==> src/rtl/mem_arb_pkg.sv <==
// -----------------------------------------------------------------------------
// mem_arb_pkg
// Shared types and constants for the main-memory port arbiter (mem_arbiter)
// and its grant picker (mem_arb_grant).
//   DEF_ADDR_W / DEF_LINE_W : default byte-address and line widths
//   REQ_I / REQ_D           : requester IDs (instruction = 0, data = 1)
//   arb_state_e             : transaction sequencer states
//   id_onehot()             : requester ID -> one-hot grant vector
// Build option: MEM_ARB_RR_EN (round-robin contention policy) is consumed by
// mem_arb_grant and mem_arbiter; nothing in this package depends on it.
// -----------------------------------------------------------------------------
package mem_arb_pkg;

   localparam int unsigned DEF_ADDR_W = 32;
   localparam int unsigned DEF_LINE_W = 128;

   localparam logic REQ_I = 1'b0;
   localparam logic REQ_D = 1'b1;

   typedef enum logic [1:0] {
      ST_IDLE  = 2'd0,
      ST_ISSUE = 2'd1,
      ST_WAIT  = 2'd2,
      ST_RESP  = 2'd3
   } arb_state_e;

   // Bit 0 of a grant vector belongs to the instruction side, bit 1 to data.
   function automatic logic [1:0] id_onehot(input logic id);
      return (id == REQ_D) ? 2'b10 : 2'b01;
   endfunction

endpackage

==> src/rtl/mem_arb_grant.sv <==
// -----------------------------------------------------------------------------
// mem_arb_grant
// Combinational two-way picker for the memory arbiter.
// Ports:
//   valid[1:0]  in   request valids, [0] = instruction, [1] = data
//   last_grant  in   requester granted most recently (round-robin only)
//   en          in   arbiter may accept a request this cycle
//   gnt[1:0]    out  one-hot grant, all zero when disabled or nothing valid
//   gnt_id      out  ID of the requester that would win
// Build option MEM_ARB_RR_EN: when defined, contention goes to the requester
// other than last_grant; otherwise the data side always wins contention.
// A lone valid requester always wins.
// -----------------------------------------------------------------------------
module mem_arb_grant
   import mem_arb_pkg::*;
(
   input  logic [1:0] valid,
   input  logic       last_grant,
   input  logic       en,
   output logic [1:0] gnt,
   output logic       gnt_id
);

`ifndef MEM_ARB_RR_EN
   // Fixed priority has no use for history; keep the port without a dangling net.
   logic unused_last_grant;
   assign unused_last_grant = last_grant;
`endif

   always_comb begin
      // NOTE: every output gets a default first so no path through the block
      // leaves it unassigned, which would infer a latch.
      gnt_id = REQ_D;
      gnt    = 2'b00;
      case (valid)
         2'b01:   gnt_id = REQ_I;
         2'b10:   gnt_id = REQ_D;
         2'b11: begin
`ifdef MEM_ARB_RR_EN
            gnt_id = ~last_grant;
`else
            gnt_id = REQ_D;
`endif
         end
         default: gnt_id = REQ_D;
      endcase
      if (en && (valid != 2'b00)) begin
         gnt = id_onehot(gnt_id);
      end
   end

endmodule

==> src/rtl/mem_arbiter.sv <==
// -----------------------------------------------------------------------------
// mem_arbiter
// Shares one line-wide main-memory port between the instruction refill path
// (requester 0) and the data refill/writeback path (requester 1). One
// transaction at a time: IDLE (grant) -> ISSUE (mem valid/ready) -> WAIT
// (memory completion) -> RESP (one-cycle pulse to the owner) -> IDLE.
// Ports:
//   clk, reset                    clock, synchronous active-high reset
//   {i,d}_req_valid/ready         request handshake per requester
//   {i,d}_req_write/addr/wdata    request fields (addr low 4 bits dropped)
//   {i,d}_resp_valid              one-cycle completion pulse per requester
//   resp_rdata                    read line, shared, qualified by *_resp_valid
//   mem_req_valid/ready           request handshake towards memory
//   mem_write/addr/wdata          latched request fields towards memory
//   mem_resp_valid, mem_rdata     memory completion and read line
//   busy                          a transaction is in flight (state != IDLE)
//   grant_id                      owner of the current/last transaction
// Build option MEM_ARB_RR_EN: round-robin on contention using last_grant;
// undefined gives fixed data-over-instruction priority and no last_grant.
// -----------------------------------------------------------------------------
module mem_arbiter
   import mem_arb_pkg::*;
#(
   parameter int unsigned ADDR_W = DEF_ADDR_W,
   parameter int unsigned LINE_W = DEF_LINE_W
) (
   input  logic              clk,
   input  logic              reset,
   input  logic              i_req_valid,
   output logic              i_req_ready,
   input  logic              i_req_write,
   input  logic [ADDR_W-1:0] i_req_addr,
   input  logic [LINE_W-1:0] i_req_wdata,
   input  logic              d_req_valid,
   output logic              d_req_ready,
   input  logic              d_req_write,
   input  logic [ADDR_W-1:0] d_req_addr,
   input  logic [LINE_W-1:0] d_req_wdata,
   output logic              i_resp_valid,
   output logic              d_resp_valid,
   output logic [LINE_W-1:0] resp_rdata,
   output logic              mem_req_valid,
   input  logic              mem_req_ready,
   output logic              mem_write,
   output logic [ADDR_W-1:0] mem_addr,
   output logic [LINE_W-1:0] mem_wdata,
   input  logic              mem_resp_valid,
   input  logic [LINE_W-1:0] mem_rdata,
   output logic              busy,
   output logic              grant_id
);

   // Clears the byte-in-line offset of a 16-byte line address.
   localparam logic [ADDR_W-1:0] LINE_MASK = ~ADDR_W'(4'hF);

   arb_state_e        state_q;
   logic              grant_id_q;
   logic              write_q;
   logic [ADDR_W-1:0] addr_q;
   logic [LINE_W-1:0] wdata_q;
   logic [LINE_W-1:0] rdata_q;
   logic              mem_req_valid_q;
   logic              busy_q;
   logic              i_resp_q;
   logic              d_resp_q;

   logic [1:0]        gnt;
   logic              gnt_id;
   logic              last_grant;
   logic              accept;
   logic              sel_write;
   logic [ADDR_W-1:0] sel_addr;
   logic [LINE_W-1:0] sel_wdata;

`ifdef MEM_ARB_RR_EN
   logic last_grant_q;
   assign last_grant = last_grant_q;
`else
   assign last_grant = REQ_I;
`endif

   // Grants are only offered in IDLE and never while reset is asserted, so a
   // requester cannot see a handshake that reset then discards.
   mem_arb_grant u_grant (
      .valid      ({d_req_valid, i_req_valid}),
      .last_grant (last_grant),
      .en         ((state_q == ST_IDLE) && !reset),
      .gnt        (gnt),
      .gnt_id     (gnt_id)
   );

   assign i_req_ready = gnt[0];
   assign d_req_ready = gnt[1];
   assign accept      = |gnt;

   assign sel_write = (gnt_id == REQ_D) ? d_req_write : i_req_write;
   assign sel_addr  = (gnt_id == REQ_D) ? d_req_addr  : i_req_addr;
   assign sel_wdata = (gnt_id == REQ_D) ? d_req_wdata : i_req_wdata;

   // NOTE: all state, including registered outputs, uses non-blocking
   // assignments so every flop samples pre-edge values.
   always_ff @(posedge clk) begin
      if (reset) begin
         // NOTE: the address/data holding registers are reset as well because
         // they drive outputs that must read zero out of reset.
         state_q         <= ST_IDLE;
         grant_id_q      <= REQ_I;
         write_q         <= 1'b0;
         addr_q          <= '0;
         wdata_q         <= '0;
         rdata_q         <= '0;
         mem_req_valid_q <= 1'b0;
         busy_q          <= 1'b0;
         i_resp_q        <= 1'b0;
         d_resp_q        <= 1'b0;
`ifdef MEM_ARB_RR_EN
         last_grant_q    <= REQ_I;
`endif
      end else begin
         // Response strobes are single-cycle unless re-armed below.
         i_resp_q <= 1'b0;
         d_resp_q <= 1'b0;
         case (state_q)
            ST_IDLE: begin
               if (accept) begin
                  grant_id_q      <= gnt_id;
                  write_q         <= sel_write;
                  addr_q          <= sel_addr & LINE_MASK;
                  wdata_q         <= sel_wdata;
                  mem_req_valid_q <= 1'b1;
                  busy_q          <= 1'b1;
                  state_q         <= ST_ISSUE;
`ifdef MEM_ARB_RR_EN
                  last_grant_q    <= gnt_id;
`endif
               end
            end
            ST_ISSUE: begin
               if (mem_req_ready) begin
                  mem_req_valid_q <= 1'b0;
                  state_q         <= ST_WAIT;
               end
            end
            ST_WAIT: begin
               if (mem_resp_valid) begin
                  rdata_q  <= mem_rdata;
                  i_resp_q <= (grant_id_q == REQ_I);
                  d_resp_q <= (grant_id_q == REQ_D);
                  state_q  <= ST_RESP;
               end
            end
            ST_RESP: begin
               busy_q  <= 1'b0;
               state_q <= ST_IDLE;
            end
            default: begin
               mem_req_valid_q <= 1'b0;
               busy_q          <= 1'b0;
               state_q         <= ST_IDLE;
            end
         endcase
      end
   end

   assign i_resp_valid  = i_resp_q;
   assign d_resp_valid  = d_resp_q;
   assign resp_rdata    = rdata_q;
   assign mem_req_valid = mem_req_valid_q;
   assign mem_write     = write_q;
   assign mem_addr      = addr_q;
   assign mem_wdata     = wdata_q;
   assign busy          = busy_q;
   assign grant_id      = grant_id_q;

endmodule

==> config.mk <==
export PLATFORM = sky130hd
export DESIGN_NAME = mem_arbiter
export DESIGN_NICKNAME = d
export VERILOG_FILES = /design/src/rtl/mem_arb_pkg.sv /design/src/rtl/mem_arb_grant.sv /design/src/rtl/mem_arbiter.sv
export SDC_FILE = /design/constraint.sdc
export NUM_CORES = 1
export LEC_CHECK = 0
export BUFFER_PORTS_ARGS = -buffer_cell sky130_fd_sc_hd__buf_2
export CORE_AREA = 8 8 285 287
export CTS_CLUSTER_DIAMETER = 40
export DETAILED_ROUTE_END_ITERATION = 6
export DIE_AREA = 0 0 293 295
export HOLD_SLACK_MARGIN = 0.1
export PLACE_DENSITY = 0.33
export SLEW_MARGIN = 20
export SYNTH_ARGS = -nofsm -noshare
export SYNTH_HDL_FRONTEND = slang
export SYNTH_SLANG_ARGS = --single-unit
==> constraint.sdc <==
create_clock -name clk -period 2.1 [get_ports clk]
set_clock_uncertainty 0.15 [all_clocks]
set_input_delay 0.21 -clock clk [delete_from_list [all_inputs] [get_ports clk]]
set_output_delay 0.21 -clock clk [all_outputs]
set_load 0.02 [all_outputs]
==> summary.md <==
| Metric | Value |
|---|---|
| Post-DRT Antenna Nets | `0` |
| Main area contributors after synthesis | `dfxtp_1 53%, a221o_1 11%, nand2_1 11%` |
| RR Startpoint | `state_q[1]` |
| Asr flop ratio synth | `0%` |
| Area growth syn-to-layout | `116%` |
| Status | `finished, final reports clean` |
| Max-Cap Viols | `0` |
| Multiplexer share of the synthesized area | `less than 1%` |
| Largest net degree at the start of global routing | `131` |
| Layout cells sized above 1 | `between 30 and 40%` |
| Vias in the first global route | `approximately 15,000` |
| Setup violators final | `0` |
| First-pass GRT wire length | `between 90,000 and 100,000 um` |
| Sequence of cells on the critical path | `inv_2 -> ha_4 -> nor4bb_4 -> buf_12 -> buf_12 -> buf_8` |
| Slew at the pin closest to its max-slew limit | `~680 ps` |
| Initial Utilization | `14.3%` |
| Most frequent cell after synthesis | `nand2_1` |
| WP data required | `between 1500 and 2000 ps` |
| Fin area | `~0.024 mm^2` |
| Core Area | `about 0.077 mm^2` |
| Hold_sp | `d_req_wdata[70]` |
| CTS Buf Count | `75` |
| Via density | `a little under 4` |
| RSZ-0062 raised after global routing | `true` |
| Synthesized area per cell | `around 9.1 um^2` |
| PortBufs | `739` |
| Die X | `293 um` |
| Final Hold Vio Count | `0` |
| Post-synthesis register bit count | `just under 300` |
| Sw frac | `31.9%` |
| Finished Layout Cells | `around 3,500` |
| Total leakage power | `10.9 nW` |
| Clock power share | `between 40% and 50%` |
| Clk slew on worst S/H paths | `about 40 ps` |
| Crit-path slowest cell | `dfxtp_2` |
| 1st-iter DRT viols | `575` |
| Largest stage delay, worst path | `~320 ps` |
| Fin crit period | `roughly 2100 ps` |
| Crit start category | `flip-flop` |
| Utilization after layout | `30.7%` |
| Total track usage | `14.1%` |
| Dpl hpwl | `approximately 46,000 um` |
| Area fraction in compound gates after synthesis | `between 20% and 30%` |
| Syn Inst Count | `approximately 1,200` |
| RR Endpoint | `mem_wdata[4]` |
| Final WL | `around 65,000 um` |
| R2R Setup Slk | `approximately 30 ps` |
| Die area | `a little under 0.09 mm^2` |
| Adder-cell share of the synthesized area | `0.458%` |
| Mapped Area | `0.0109 mm^2` |
| CP most frequent cell | `buf_12` |
| Final Wtd Congestion | `0.832` |
| Worst path bufs/invs | `4` |
| Cell taking the most area after synthesis | `dfxtp_1` |
| Final period util | `99.3%` |
| Worst-case clock buffer depth | `3` |
| Die height | `between 200 and 300 um` |
| Skew-Pair Late Insertion Delay | `around 600 ps` |
| Reg2Reg Depth | `9` |
| Hold crit path type | `input pin to flip-flop` |
| Hold WS | `approximately 140 ps` |
| Synth unique cells | `30` |
| Hold EP | `mem_wdata[70]` |
| Most frequent cells after synthesis | `327 x nand2_1, 292 x dfxtp_1, 130 x a21oi_1` |
| Sequential share of the synthesized area | `53.5%` |
| WP data arrival | `approximately 1700 ps` |
| Critical Path Sink Type | `output pin` |
| Total power divided by cell area | `approximately 1100 mW/mm^2` |
| XOR/XNOR Fraction of Synth Area | `0%` |
| Post-synthesis simple-gate area fraction | `between 10% and 20%` |
| Fin. max-slew vios | `0` |
| Vias | `between 10,000 and 15,000` |
| Net count, final | `around 2,900` |
| Largest family of logic cells by synthesized area | `compound AO/OA/AOI/OAI gates` |
| VDD IR-drop max | `0.568 mV` |
| DR WL/cell | `18.3 um` |
| Share of the synthesized area in the top cell type | `53.5%` |
| TNS Setup | `0 ps` |
| Area after DPL | `approximately 0.016 mm^2` |
| Remaining DRCs | `0` |
| Fmax achieved | `~480 MHz` |
| H-tree Lvls | `3` |
| CTS tree | `built` |
| Dominant synthesized flop cell | `dfxtp_1` |
| CP Class | `flip-flop to output pin` |
| DP Cell Count | `2,920` |
| Top delay family on crit path | `buffers and inverters` |
| Max_slew headroom | `between 50 and 60%` |
| Root Buffer Master | `clkbuf_16` |
| # IOs | `between 700 and 800` |
| Post-synth EDFFs | `0` |
| Hold Path Cell Cnt | `5` |
| Share of total power in combinational logic | `a little over a quarter` |
| GRT overflow | `0` |
| Initial antenna violation count | `4` |
| Placement Rows | `102` |
| # fillers | `around 8,200` |
| Largest fanout on the critical path | `3` |
| CTS Sinks | `slightly below 300` |
| Synth warn | `0` |
| Reg power frac | `about a quarter` |
| Int Power | `about 18 mW` |
| NetSw | `approximately 8.5 mW` |
| First-pass iteration count of the detailed router | `5` |
-- repair_timing --
action                                 4_1_cts  5_1_grt
gates resized for setup                     18        4
buffers inserted                             6        5
gates cloned                                 3        5
hold buffers                               447        0
setup endpoints to repair                    2       31
pin swaps                                    1        0
endpoints found under the hold margin      289        0
-- worst reg2reg max path: stages, from the launching register on --
cell and delay [ps]:
dfxtp_2 330, inv_2 50, ha_4 160, nor4bb_4 150, buf_12 130, buf_4 150
buf_12 160, clkbuf_16 240, and2_1 150, a221o_1 260
-- per-layer routing --
metal	vias to the layer above	wire length, um	global-route usage (%)
met1	6454	25600	15.7
met5	-	26	0
li1	6669	-	-
met2	572	31800	24.9
met4	4	1760	4.71
met3	110	5510	5.11
-- power groups by stage --
stage	Clock (mW)	Sequential [mW]	Combinational [mW]
after floorplan	0	8.31	2.20
after global placement	0	7.17	6.27
after detailed placement	0	7.19	6.28
after CTS	12.7	7.11	7.22
after global routing	13.0	7.23	7.71
final	12.4	7.11	7.20
-- cell families (layout without fill, tap and decap cells) --
kind of cell	Yosys count	in the layout
compound gates	328	328
fa+ha+maj	4	4
buf+inv	113	1391
flops	292	292
mux	1	1
other cells	1	6
simple gates	465	465
-- worst max-delay path by stage --
stage	startpoint	end	cells after the start
finish	state_q[1]	i_req_ready	6
CTS	state_q[1]	i_req_ready	6
global route	state_q[1]	i_req_ready	6
detailed placement	state_q[0]	d_req_ready	6
floorplan	state_q[1]	mem_wdata[20]	10
global placement	state_q[0]	d_req_ready	6
-- per-stage QoR --
stage          power, mW  setup WS, ps
2_1_floorplan       10.5          14.8
3_3_place_gp        13.4           107
3_5_place_dp        13.5          98.1
4_1_cts             27.0         -47.6
5_1_grt             27.9         -82.3
6_report            26.7          14.1
-- cell type report --
cell class                 count  area, um^2  share of cell area, %
antenna                        2        5.00                 0.0212
clock inverter                33         592                   2.51
inverter                       4        15.0                 0.0637
tap                         1040        1300                   5.52
sequential                   292        5850                   24.8
multi-input combinational    802        4630                   19.6
clock buffer                 106        2100                   8.93
timing repair buffer        1248        9070                   38.5
-- state kept, by name (all words and copies together), names as in the netlist --
| name | cells |
|---|---|
| busy | 1 |
| d_resp_valid | 1 |
| grant_id | 1 |
| i_resp_valid | 1 |
| mem_addr | 28 |
| mem_req_valid | 1 |
| mem_wdata | 128 |
| mem_write | 1 |
| resp_rdata | 128 |
| state_q | 2 |
-- cell usage in the layout, fill, tap and decap left out, types with 2 or more instances in the layout --
master	n
buf_12	21
buf_4	34
buf_8	2
nand2b_1	4
a21oi_1	130
clkbuf_8	11
inv_16	4
bufinv_16	12
clkbuf_1	20
diode_2	2
and2_1	124
conb_1	4
nor2_1	3
dlygate4sd3_1	447
dfxtp_2	2
clkbuf_16	79
nand2_1	326
inv_1	2
clkinv_2	9
buf_2	735
clkinv_16	2
ha_1	3
dfxtp_1	290
o21ai_0	34
clkinvlp_4	5
bufbuf_16	2
buf_6	2
a22o_1	33
a221o_1	124
and2_4	2
inv_2	2
(Power assumes the default switching activity.)
